[config.mk]
export PLATFORM = sky130hd
export DESIGN_NAME = exp_accel_core
export DESIGN_NICKNAME = d
export VERILOG_FILES = /design/src/rtl/exp_accel_core.sv
export SDC_FILE = /design/constraint.sdc
export NUM_CORES = 1
export LEC_CHECK = 0
export ABC_AREA = 1
export CAP_MARGIN = 40
export CORE_MARGIN = 3
export CORE_UTILIZATION = 28
export DETAILED_ROUTE_END_ITERATION = 7
export PLACE_DENSITY = 0.51
export SETUP_SLACK_MARGIN = 0.4
export SKIP_LAST_GASP = 1
export SLEW_MARGIN = 20
export SYNTH_ARGS = -nofsm -noshare
export SYNTH_HDL_FRONTEND = slang
export SYNTH_SLANG_ARGS = --single-unit
export TNS_END_PERCENT = 100
[constraint.sdc]
create_clock -name clk -period 9.6 [get_ports clk]
set_input_delay 0.96 -clock clk [delete_from_list [all_inputs] [get_ports clk]]
set_output_delay 0.96 -clock clk [all_outputs]
set_load 0.01 [all_outputs]
[src/rtl/exp_accel_core.sv]
// rtl/exp_accel_core.sv - Avalon-MM square-and-multiply exponentiation engine
module exp_accel_core #(
  parameter int W     = 32,
  parameter int EXP_W = 32
) (
  input  logic        clk,
  input  logic        reset,
  input  logic [2:0]  address,
  input  logic        read,
  input  logic        write,
  input  logic [31:0] writedata,
  output logic [31:0] readdata,
  output logic        irq
);

  localparam int CW = $clog2(W);
  localparam int IW = (EXP_W > 1) ? $clog2(EXP_W) : 1;

  typedef enum logic [2:0] {S_IDLE, S_CHECK, S_SQR, S_MUL, S_DONE} state_t;

  state_t           state, state_nx;
  logic             mode_r, irq_en_r, done_r, ovf_r, err_r;
  logic [W-1:0]     base_r, mod_r, result_r, acc;
  logic [EXP_W-1:0] exp_r;
  logic [31:0]      cycles_r, cyc_cnt;
  logic [2*W-1:0]   p;
  logic [CW-1:0]    bit_idx;
  logic [IW-1:0]    exp_idx;
  logic             loaded;

  logic busy, ctrl_wr, start_go, done_clr;
  logic mul_last, exp_bit, last_exp, mbit;
  logic chk_err, chk_one;
  logic [W-1:0]   mcand;
  logic [W+1:0]   m_dbl, m_red1, m_add, m_red2;
  logic [2*W-1:0] p0_next, p_step;

  assign busy     = (state != S_IDLE);
  assign ctrl_wr  = write && (address == 3'd0);
  assign start_go = ctrl_wr && writedata[0] && !busy;
  assign done_clr = write && (address == 3'd1) && writedata[1];
  assign irq      = done_r & irq_en_r;

  // Multiplier is always acc; multiplicand is acc when squaring, BASE when multiplying.
  assign mbit     = acc[bit_idx];
  assign mcand    = (state == S_MUL) ? base_r : acc;
  assign mul_last = loaded && (bit_idx == '0);
  assign exp_bit  = exp_r[exp_idx];
  assign last_exp = (exp_idx == '0);

  // One interleaved shift-add step; the modular path keeps p below MOD after every step.
  always_comb begin
    m_dbl   = {p[W:0], 1'b0};
    m_red1  = (m_dbl >= {2'b00, mod_r}) ? m_dbl - {2'b00, mod_r} : m_dbl;
    m_add   = m_red1 + (mbit ? {2'b00, mcand} : '0);
    m_red2  = (m_add >= {2'b00, mod_r}) ? m_add - {2'b00, mod_r} : m_add;
    p0_next = {p[2*W-2:0], 1'b0} + (mbit ? {{W{1'b0}}, mcand} : '0);
    p_step  = mode_r ? {{(W-2){1'b0}}, m_red2} : p0_next;
  end

  // State register.
  always_ff @(posedge clk or posedge reset) begin
    if (reset) state <= S_IDLE;
    else       state <= state_nx;
  end

  // Next-state logic; CHECK only screens operands in modular mode.
  always_comb begin
    state_nx = state;
    chk_err  = mode_r && ((mod_r == '0) || (base_r >= mod_r));
    chk_one  = mode_r && (mod_r == W'(1));
    case (state)
      S_IDLE:  if (start_go) state_nx = S_CHECK;
      S_CHECK: state_nx = (chk_err || chk_one) ? S_DONE : S_SQR;
      S_SQR: begin
        if (mul_last) begin
          if (exp_bit)       state_nx = S_MUL;
          else if (last_exp) state_nx = S_DONE;
          else               state_nx = S_SQR;
        end
      end
      S_MUL:   if (mul_last) state_nx = last_exp ? S_DONE : S_SQR;
      S_DONE:  state_nx = S_IDLE;
      default: state_nx = S_IDLE;
    endcase
  end

  // Host-writable configuration; operands and mode are frozen while a run is active.
  always_ff @(posedge clk or posedge reset) begin
    if (reset) begin
      base_r   <= '0;
      exp_r    <= '0;
      mod_r    <= '0;
      mode_r   <= 1'b0;
      irq_en_r <= 1'b0;
    end else begin
      if (write && !busy) begin
        case (address)
          3'd2:    base_r <= writedata[W-1:0];
          3'd3:    exp_r  <= writedata[EXP_W-1:0];
          3'd4:    mod_r  <= writedata[W-1:0];
          default: ;
        endcase
      end
      if (ctrl_wr) begin
        irq_en_r <= writedata[2];
        if (!busy) mode_r <= writedata[1];
      end
    end
  end

  // Engine datapath. CHECK doubles as the load cycle of the first multiply,
  // later multiplies spend their first cycle in the state clearing p.
  always_ff @(posedge clk or posedge reset) begin
    if (reset) begin
      done_r   <= 1'b0;
      ovf_r    <= 1'b0;
      err_r    <= 1'b0;
      acc      <= '0;
      p        <= '0;
      bit_idx  <= '0;
      exp_idx  <= '0;
      loaded   <= 1'b0;
      cyc_cnt  <= '0;
      result_r <= '0;
      cycles_r <= '0;
    end else begin
      if (done_clr) done_r <= 1'b0;
      case (state)
        S_IDLE: begin
          if (start_go) begin
            done_r  <= 1'b0;
            ovf_r   <= 1'b0;
            err_r   <= 1'b0;
            acc     <= W'(1);
            cyc_cnt <= '0;
            loaded  <= 1'b0;
          end
        end
        S_CHECK: begin
          cyc_cnt <= cyc_cnt + 32'd1;
          if (chk_err) begin
            err_r <= 1'b1;
            acc   <= '0;
          end else if (chk_one) begin
            acc <= '0;
          end else begin
            p       <= '0;
            bit_idx <= CW'(W-1);
            loaded  <= 1'b1;
            exp_idx <= IW'(EXP_W-1);
          end
        end
        S_SQR, S_MUL: begin
          cyc_cnt <= cyc_cnt + 32'd1;
          if (!loaded) begin
            p       <= '0;
            bit_idx <= CW'(W-1);
            loaded  <= 1'b1;
          end else begin
            p       <= p_step;
            bit_idx <= bit_idx - CW'(1);
            if (bit_idx == '0) begin
              loaded <= 1'b0;
              acc    <= p_step[W-1:0];
              if (!mode_r && (p_step[2*W-1:W] != '0)) ovf_r <= 1'b1;
              if (((state == S_MUL) || !exp_bit) && !last_exp) exp_idx <= exp_idx - IW'(1);
            end
          end
        end
        S_DONE: begin
          result_r <= acc;
          done_r   <= 1'b1;
          // The count so far excludes the start cycle and this DONE cycle.
          cycles_r <= cyc_cnt + 32'd2;
        end
        default: ;
      endcase
    end
  end

  // Registered read port; holds its value between reads.
  always_ff @(posedge clk or posedge reset) begin
    if (reset) begin
      readdata <= '0;
    end else if (read) begin
      case (address)
        3'd0:    readdata <= {29'b0, irq_en_r, mode_r, 1'b0};
        3'd1:    readdata <= {28'b0, err_r, ovf_r, done_r, busy};
        3'd2:    readdata <= 32'(base_r);
        3'd3:    readdata <= 32'(exp_r);
        3'd4:    readdata <= 32'(mod_r);
        3'd5:    readdata <= 32'(result_r);
        3'd6:    readdata <= cycles_r;
        default: readdata <= '0;
      endcase
    end
  end

endmodule
# Word level (Yosys, flattened, before mapping)
# Index checks and enable logic that the tools add are counted.
[op_classes] add_sub_neg=8 magnitude_cmp=5 eq_ne=22 mux=53 bitwise=2 reduce_logical=44
[ops] operator="$mux 32" n=9
[ops] operator="$pmux 32 s7" n=1
[ops] operator="$mux 63" n=3
[ops] operator="$pmux 63 s2" n=1
[ops] operator="$pmux 32 s3" n=1
[ops] operator="$ge 34x32->1" n=2
[ops] operator="$mux 34" n=2
[ops] operator="$sub 34x32->34" n=2
[ops] operator="$add 64x32->64" n=1
[ops] operator="$mux 64" n=1
[ops] operator="$pmux 32 s2" n=1
[ops] operator="$add 34x32->34" n=1
[ops] operator="$add 32x1->32 const B" n=1
[ops] operator="$add 32x2->32 const B" n=1
[ops] operator="$eq 32x1->1 const B" n=1
[ops] operator="$ge 32x32->1" n=1
[ops] operator="$logic_not 32->1" n=1
[ops] operator="$reduce_bool 32->1" n=1
[ops] operator="$mux 5" n=6
[ops] operator="$ne 2x2->1 const B" n=10
[ops] operator="$pmux 5 s2" n=2
[ops] operator="$mux 3" n=6
[ops] operator="$mux 1" n=13
[ops] operator="$eq 3x2->1 const B" n=4
[ops] operator="25 further kinds" n=62
[word_totals] regBits=338 in_bits=39 out_inout_bits=33 elab_cells=152

# Logic depth before layout (Yosys ltp)
# Gate-level depths: netlist (run 1).
[depth] depth_word=13 ltp_mapped=45 mapped_depth_nobuf=42

# Worst setup path before layout (run 1)
# OpenSTA, ideal clock, no wires.
[synth_path] path_kind="register to register" startpoint="register mod_r[9]" endpoint="register acc[2]" setup_time_ps=130 arrival_ps=5483 t_required_ps=9470 path_slack_ps=3987 stages_incl_launch_ff=38 path_buffers=4 period_less_slack_ps=5613 path_cell_list="dfrtp_1 inv_1 ha_1 nand2_1 inv_1 a21oi_1 nand3_2 nand2_1 nand2_2 nand2_1 nand2_2 buf_6 inv_1 clkbuf_1 clkbuf_1 o21ai_0 ha_1 nand2_1 (+2 left out) o21ai_0 a21o_1 nand2_1 nand2_1 xor2_1 ha_1 a21o_1 a31oi_1 o21ai_0 a21oi_1 a21oi_1 nor2_4 nand3_4 buf_8 nand2_2 nand3_2 nand3_1 o21ai_1"
[synth_between] elab_chain_len=9 elab_cells_between_ends=20 classes_between="add/sub (3); order compare (3); eq/ne (2); mux (7); reduce/logical (5)"
[synth_lines] item="from (decl)" line_no="23" source="logic [W-1:0] base_r, mod_r, result_r, acc;"
[synth_lines] item="from (signal assigned)" line_no="101" source="3'd4: mod_r <= writedata[W-1:0];"
[synth_lines] item="$ge 34x32->1 / $sub 34x32->34 (equally long branches)" line_no="54" source="m_red1 = (m_dbl >= {2'b00, mod_r}) ? m_dbl - {2'b00, mod_r} : m_dbl;"
[synth_lines] item="$mux 34" line_no="54"
[synth_lines] item="$add 34x32->34" line_no="55" source="m_add = m_red1 + (mbit ? {2'b00, mcand} : '0);"
[synth_lines] item="$sub 34x32->34 / $ge 34x32->1 (equally long branches)" line_no="56" source="m_red2 = (m_add >= {2'b00, mod_r}) ? m_add - {2'b00, mod_r} : m_add;"
[synth_lines] item="$mux 34" line_no="56"
[synth_lines] item="$mux 64" line_no="58" source="p_step = mode_r ? {{(W-2){1'b0}}, m_red2} : p0_next;"
[synth_lines] item="$mux 32" line_no="163" source="if (bit_idx == '0) begin"
[synth_lines] item="$mux 32" line_no="156" source="if (!loaded) begin"
[synth_lines] item="$pmux 32 s3" line_no="129" source="case (state)"
[synth_lines] item="to (signal assigned)" line_no="165" source="acc <= p_step[W-1:0];"
[synth_lines] item="to (decl)" line_no="23"
# Parallel ways exist; a longest one is shown, timed or not. The select of a mux whose other input is x is not followed.
# A chain may end at the register's enable or synchronous reset.

# Worst setup path in the final report (run 1)
[layout_path] startpoint="register mod_r[19]" endpoint="register acc[6]"
# Same word-level chain as after synthesis.

==> qor.csv, run 1 <==
metric,value,unit
initial drt markers,2973,
largest net degree at the start of global routing,128,
CP max stage cell,o21ai_0,
startpoint type of the worst setup path,flip-flop,
Post-Syn Area,27900,sq um
Rel. slew slack,0.432,
max cap viols,0,
n_diodes,0,
first-pass GRT wire length,179000,um
drt drc,0,
final cycle utilization of the critical path,0.829,
worst-margin pin slew,0.848,ns
postcts setup bufs,0,
Starting Density,0.283,
clock tree buffer depth,3,
Core Rows,115,
clock root buffer,clkbuf_16,
clk sink count,338,
leading area contributor after synthesis,dfrtp_1,
CTS tree,done,
PD cells,303,nW/um^2
setup_tns,0,ns
vias post-DR,28900,
Mapped Nets,4382,
Global Route Usage Sum,0.229,
number of port buffers,71,
cell mode on critical path,nand2_1,
die height,322,um
Fmax achieved,0.126,GHz
critical path peak fanout,36,
"Avg Cell Area, Syn",6.69,sq um
fin nets,4419,
Ys Warns,0,
Commonest cells post-synth,"nand2_1 (1,090), inv_1 (643), o21ai_0 (356)",
die area,104000,sq um
total CTS buffers,45,
worst skew pair latency,0.62,ns
WP data arrival,8.51,ns
Leak,15.6,nW
die width,322,um
cell count after synthesis,4174,
vias in the first global route,27100,
top_reg_cell synth,dfrtp_1,
DRT Wirelength,121000,um
final hold vios,0,
HP Class,flip-flop to flip-flop,
min Tclk post-route,7.96,ns
Final Setup Violations,0,
wire per inst,21.8,um
DRT antenna net count,0,
Final Skew,0.0300,ns
CP Capture Type,flip-flop,
"count leader, synth",nand2_1,
CP Class,flip-flop to flip-flop,
fin. max-slew vios,0,
Vias/cell,5.22,
Post-synth EDFFs,0,
CTS Hold Buffers Added,0,
Final Wtd Congestion,0.972,
post-synthesis sequential area ratio,0.303,
initial antenna violation count,2,
Synth cell types,55,
share of cells above drive strength 1,0.0615,
area delta synth->final,13.9,%
synth top area cells,"dfrtp_1 (30%), nand2_1 (15%), inv_1 (8.6%)",
WP data required,10.15,ns
IO Pins,72,
H-tree levels,2,
post-CTS sizing,0,
core region area,98700,sq um
Worst-path clk slew,0.06,ns
unrepaired setup endpoints after global routing,false,
overall power,0.00963,W
detailed placement HPWL,96100,um
outcome,finished clean,
VDD IR max,169,uV
Pre-antenna DRT Iters,5,
GR Overflow Total,0,
ys async rst share,1.00,
Critical Path Max Stage Delay,0.67,ns
Seq cells post-synth,338,
share of the synthesized area in the top cell type,0.303,
[final cells by class]
cell class | instances | area [sq um]
Timing Repair Buffer | 112 | 1160
Tap cell | 1287 | 1610
Inverter | 654 | 2460
Fill cell | 10800 | 66900
Multi-Input combinational cell | 3060 | 16500
Clock inverter | 17 | 294
Clock buffer | 65 | 1320
Sequential cell | 338 | 8460
[through the flow]
step           std cells   util  worst slack [ns]  hold slack, ns  cell area [sq um]
2_1_floorplan       4174      -              3.99           0.446              27900
3_3_place_gp        5439  0.304              1.75           0.467              30000
3_5_place_dp        5450  0.306              1.88           0.474              30200
4_1_cts             5532  0.322              1.84           0.489              31800
5_1_grt             5533  0.322              1.07           0.513              31800
6_report            5533  0.322              1.64           0.485              31800
[worst max-delay path: cells and delay by family (launching register included)]
kind	cells	cell delay (ns)
flip-flops	1	0.35
adder cells (fa/ha/maj)	3	1.09
XOR/XNOR	1	0.32
AND/OR/NAND/NOR	24	4.23
buffers and inverters	3	0.47
AO/OA/AOI/OAI	5	1.38
[placed cells by master, fill, tap and decap left out, types with 31 or more instances in the layout]
cell type,netlist,final
xnor2_1,32,32
nor2_1,281,274
dfrtp_1,338,337
mux2_2,35,35
clkbuf_16,0,46
nor3_1,67,66
ha_1,165,165
inv_1,643,642
nand3_1,289,288
nand2_1,1090,1089
clkdlybuf4s50_1,0,70
nand4_1,50,50
nand2_2,30,31
o21ai_0,356,356
a21oi_1,235,235
xor2_1,96,96
o22ai_1,76,76
[state kept, by name (all words and copies together) (netlist names)]
name	cells
bit_idx	5
irq_en_r	1
loaded	1
p	63
cyc_cnt	32
acc	32
exp_r	32
err_r	1
mod_r	32
mode_r	1
result_r	32
done_r	1
base_r	32
exp_idx	5
readdata	32
ovf_r	1
cycles_r	32
state	3
[per-layer routing]
metal / GRT usage / wire (um) / share of wire
met1: 0.330 / 56300 / 0.47
met2: 0.352 / 52200 / 0.43
met3: 0.0287 / 7730 / 0.064
met4: 0.0772 / 4440 / 0.037
met5: 0 / 0 / 0
[report_power, final]
| group | internal, W | switching [W] | leakage (nW) |
|---|---|---|---|
| combinational | 0.00173 | 0.00387 | 10.5 |
| sequential | 0.00180 | 0.000382 | 4.26 |
| clock | 0.00112 | 0.000739 | 0.785 |
[kinds of logic (layout without fill, tap and decap cells)]
| family | after synthesis | count (layout) | synth area share |
|---|---|---|---|
| AOI/OAI and AO/OA | 830 | 830 | 0.165 |
| muxes | 35 | 35 | 0.0141 |
| xor gates and xnor gates | 128 | 128 | 0.0401 |
| buffers and inverters | 776 | 848 | 0.108 |
| DFF | 338 | 338 | 0.303 |
| and+or+nand+nor | 1898 | 1898 | 0.293 |
| adders and majority gates | 169 | 169 | 0.0768 |
[path summary, 6_finish.rpt]
kind | start | end | slack (ns) | cells past startpoint
max | mod_r[19] | acc[6] | 1.64 | 36
min | cycles_r[29] | cycles_r[29] | 0.48 | 2
min in group asynchronous | reset | result_r[30] | 0.67 | 2
max in group asynchronous | reset | readdata[14] | 7.23 | 5
max reg2reg | mod_r[19] | acc[6] | 1.64 | 36
min reg2reg | cycles_r[29] | cycles_r[29] | 0.48 | 2
Note: power is estimated with default switching activity, not from simulation.
==> inputs of run 2 (changes only) <==
clock period = 6.9 ns   (was 9.6 ns; I/O delays follow)
==> qor.csv, run 2 (synthesis results as in run 1) <==
metric,value,unit,change
outcome,finished clean,,unchanged
Core Rows,115,,unchanged
Starting Density,0.283,,unchanged
WP data required,7.38,ns,was 10.15 ns
max cap viols,0,,unchanged
fin. max-slew vios,0,,unchanged
vias in the first global route,28500,,"was 27,100"
die height,322,um,unchanged
cell mode on critical path,nand2_1,,unchanged
Vias/cell,5.10,,was 5.22
Leak,17.4,nW,was 15.6 nW
most flop-heavy register,p,,unchanged
DRT Wirelength,126000,um,"was 121,000 um"
"Cell Area, Placed",32600,sq um,"was 30,200 sq um"
Final Setup Violations,0,,unchanged
fin nets,4770,,"was 4,419"
drt drc,0,,unchanged
Worst-path clk slew,0.06,ns,about the same
fin util,0.356,,was 0.322
die area,104000,sq um,unchanged
HP Class,flip-flop to flip-flop,,unchanged
core region area,98700,sq um,unchanged
final cycle utilization of the critical path,0.911,,was 0.829
Final Skew,0.0200,ns,was 0.0300 ns
Fmax achieved,0.159,GHz,was 0.126 GHz
Pre-antenna DRT Iters,6,,was 5
critical path peak fanout,13,,was 36
fin area,35100,sq um,"was 31,800 sq um"
initial drt markers,2771,,"was 2,973"
# fillers,10700,,"was 10,800"
worst-margin pin slew,0.984,ns,was 0.848 ns
share of cells above drive strength 1,0.168,,was 0.0615
largest net degree at the start of global routing,166,,was 128
max FFs per register,63,,unchanged
DRT antenna net count,0,,unchanged
VDD IR max,206,uV,was 169 uV
unrepaired setup endpoints after global routing,false,,unchanged
clk sink count,338,,unchanged
wire per inst,21.4,um,was 21.8 um
final hold vios,0,,unchanged
clock root buffer,clkbuf_16,,unchanged
n_diodes,0,,unchanged
IO Pins,72,,unchanged
total CTS buffers,44,,was 45
CP Class,flip-flop to flip-flop,,unchanged
Global Route Usage Sum,0.238,,was 0.229
"commonest non-fill, non-tap cell in the layout",nand2_1,,unchanged
Rel. slew slack,0.344,,was 0.432
worst skew pair latency,0.63,ns,was 0.62 ns
Final Wtd Congestion,0.980,,was 0.972
vias post-DR,30000,,"was 28,900"
die width,322,um,unchanged
WP data arrival,6.77,ns,was 8.51 ns
CP Capture Type,flip-flop,,unchanged
CP max stage cell,dfrtp_1,,was o21ai_0
detailed placement HPWL,103000,um,"was 96,100 um"
H-tree levels,2,,unchanged
GR Overflow Total,0,,unchanged
first-pass GRT wire length,185000,um,"was 179,000 um"
PD cells,426,nW/um^2,was 303 nW/um^2
area delta synth->final,25.8,%,was 13.9%
Critical Path Max Stage Delay,0.36,ns,was 0.67 ns
startpoint type of the worst setup path,flip-flop,,unchanged
initial antenna violation count,6,,was 2
CTS tree,done,,unchanged
Place WS,-0.0939,ns,was 1.88 ns
"commonest cells after routing, fill and taps aside","nand2_1 (1,064), inv_1 (628), buf_4 (374), o21ai_0 (342), dfrtp_1 (337)",,"was nand2_1 (1,089), inv_1 (642), o21ai_0 (356), dfrtp_1 (337), nand3_1 (288)"
clock tree buffer depth,3,,unchanged
min Tclk post-route,6.29,ns,was 7.96 ns
PnR worst setup slack,0.613,ns,was 1.64 ns
setup_tns,0,ns,unchanged
number of port buffers,71,,unchanged
[run 2: what timing repair did]
item | in CTS | in global routing
endpoints found under the hold margin | 0 | 0
endpoints found under the setup margin | 66 | 66
pin swaps | 2 | 46
hold buffers | 0 | 0
buffers inserted | 1 | 22
gates cloned | 0 | 2
resized for setup | 18 | 182
[run 2: layout make-up]
type	count	area, sq um	area share
repair buffers	463	3830	0.109
clock inverters	18	168	0.00477
repair inverters	1	5.00	0.000142
inverters	654	2470	0.0702
well taps	1287	1610	0.0458
flip-flops and latches	338	8460	0.241
multi-input cells	3060	17400	0.494
clock buffers	60	1240	0.0353
[run 2: metrics by stage]
step,hold WS [ns],total power [W],instances
finish,0.484,0.0150,5881
global route,0.524,0.0160,5881
CTS,0.486,0.0144,5855
detailed placement,0.471,0.0120,5776
global placement,0.467,0.0120,5771
floorplan,0.446,0.00812,4174
[run 2: critical path, delay by kind of cell, from the launching register on]
family,cells,cell delay [ns]
and+or+nand+nor,17,1.88
buffers and inverters,10,1.42
AOI/OAI and AO/OA,8,1.40
adders and majority gates,3,0.91
DFF,1,0.36
xor gates and xnor gates,1,0.15
[run 2: path summary, 6_finish.rpt]
path | start | end | slack, ns | cells after the start
max | mod_r[19] | p[3] | 0.61 | 39
min | cycles_r[25] | cycles_r[25] | 0.48 | 2
max reg2reg | mod_r[19] | p[3] | 0.61 | 39
min reg2reg | cycles_r[25] | cycles_r[25] | 0.48 | 2
max in group asynchronous | reset | acc[20] | 4.79 | 4
min in group asynchronous | reset | readdata[20] | 0.52 | 2
[run 2: metal layers]
| layer | global-route usage | part of all wire | up-vias |
|---|---|---|---|
| li1 | - | - | 14500 |
| met3 | 0.0284 | 0.067 | 169 |
| met2 | 0.376 | 0.44 | 992 |
| met5 | 0 | 0 | - |
| met1 | 0.339 | 0.46 | 14300 |
| met4 | 0.0763 | 0.035 | 0 |
[run 2: report_power, final]
part	internal [W]	leakage [nW]	switching, W	total, W
registers	0.00250	4.26	0.000463	0.00296
clock network	0.00127	0.691	0.00101	0.00228
logic	0.00377	12.4	0.00595	0.00971
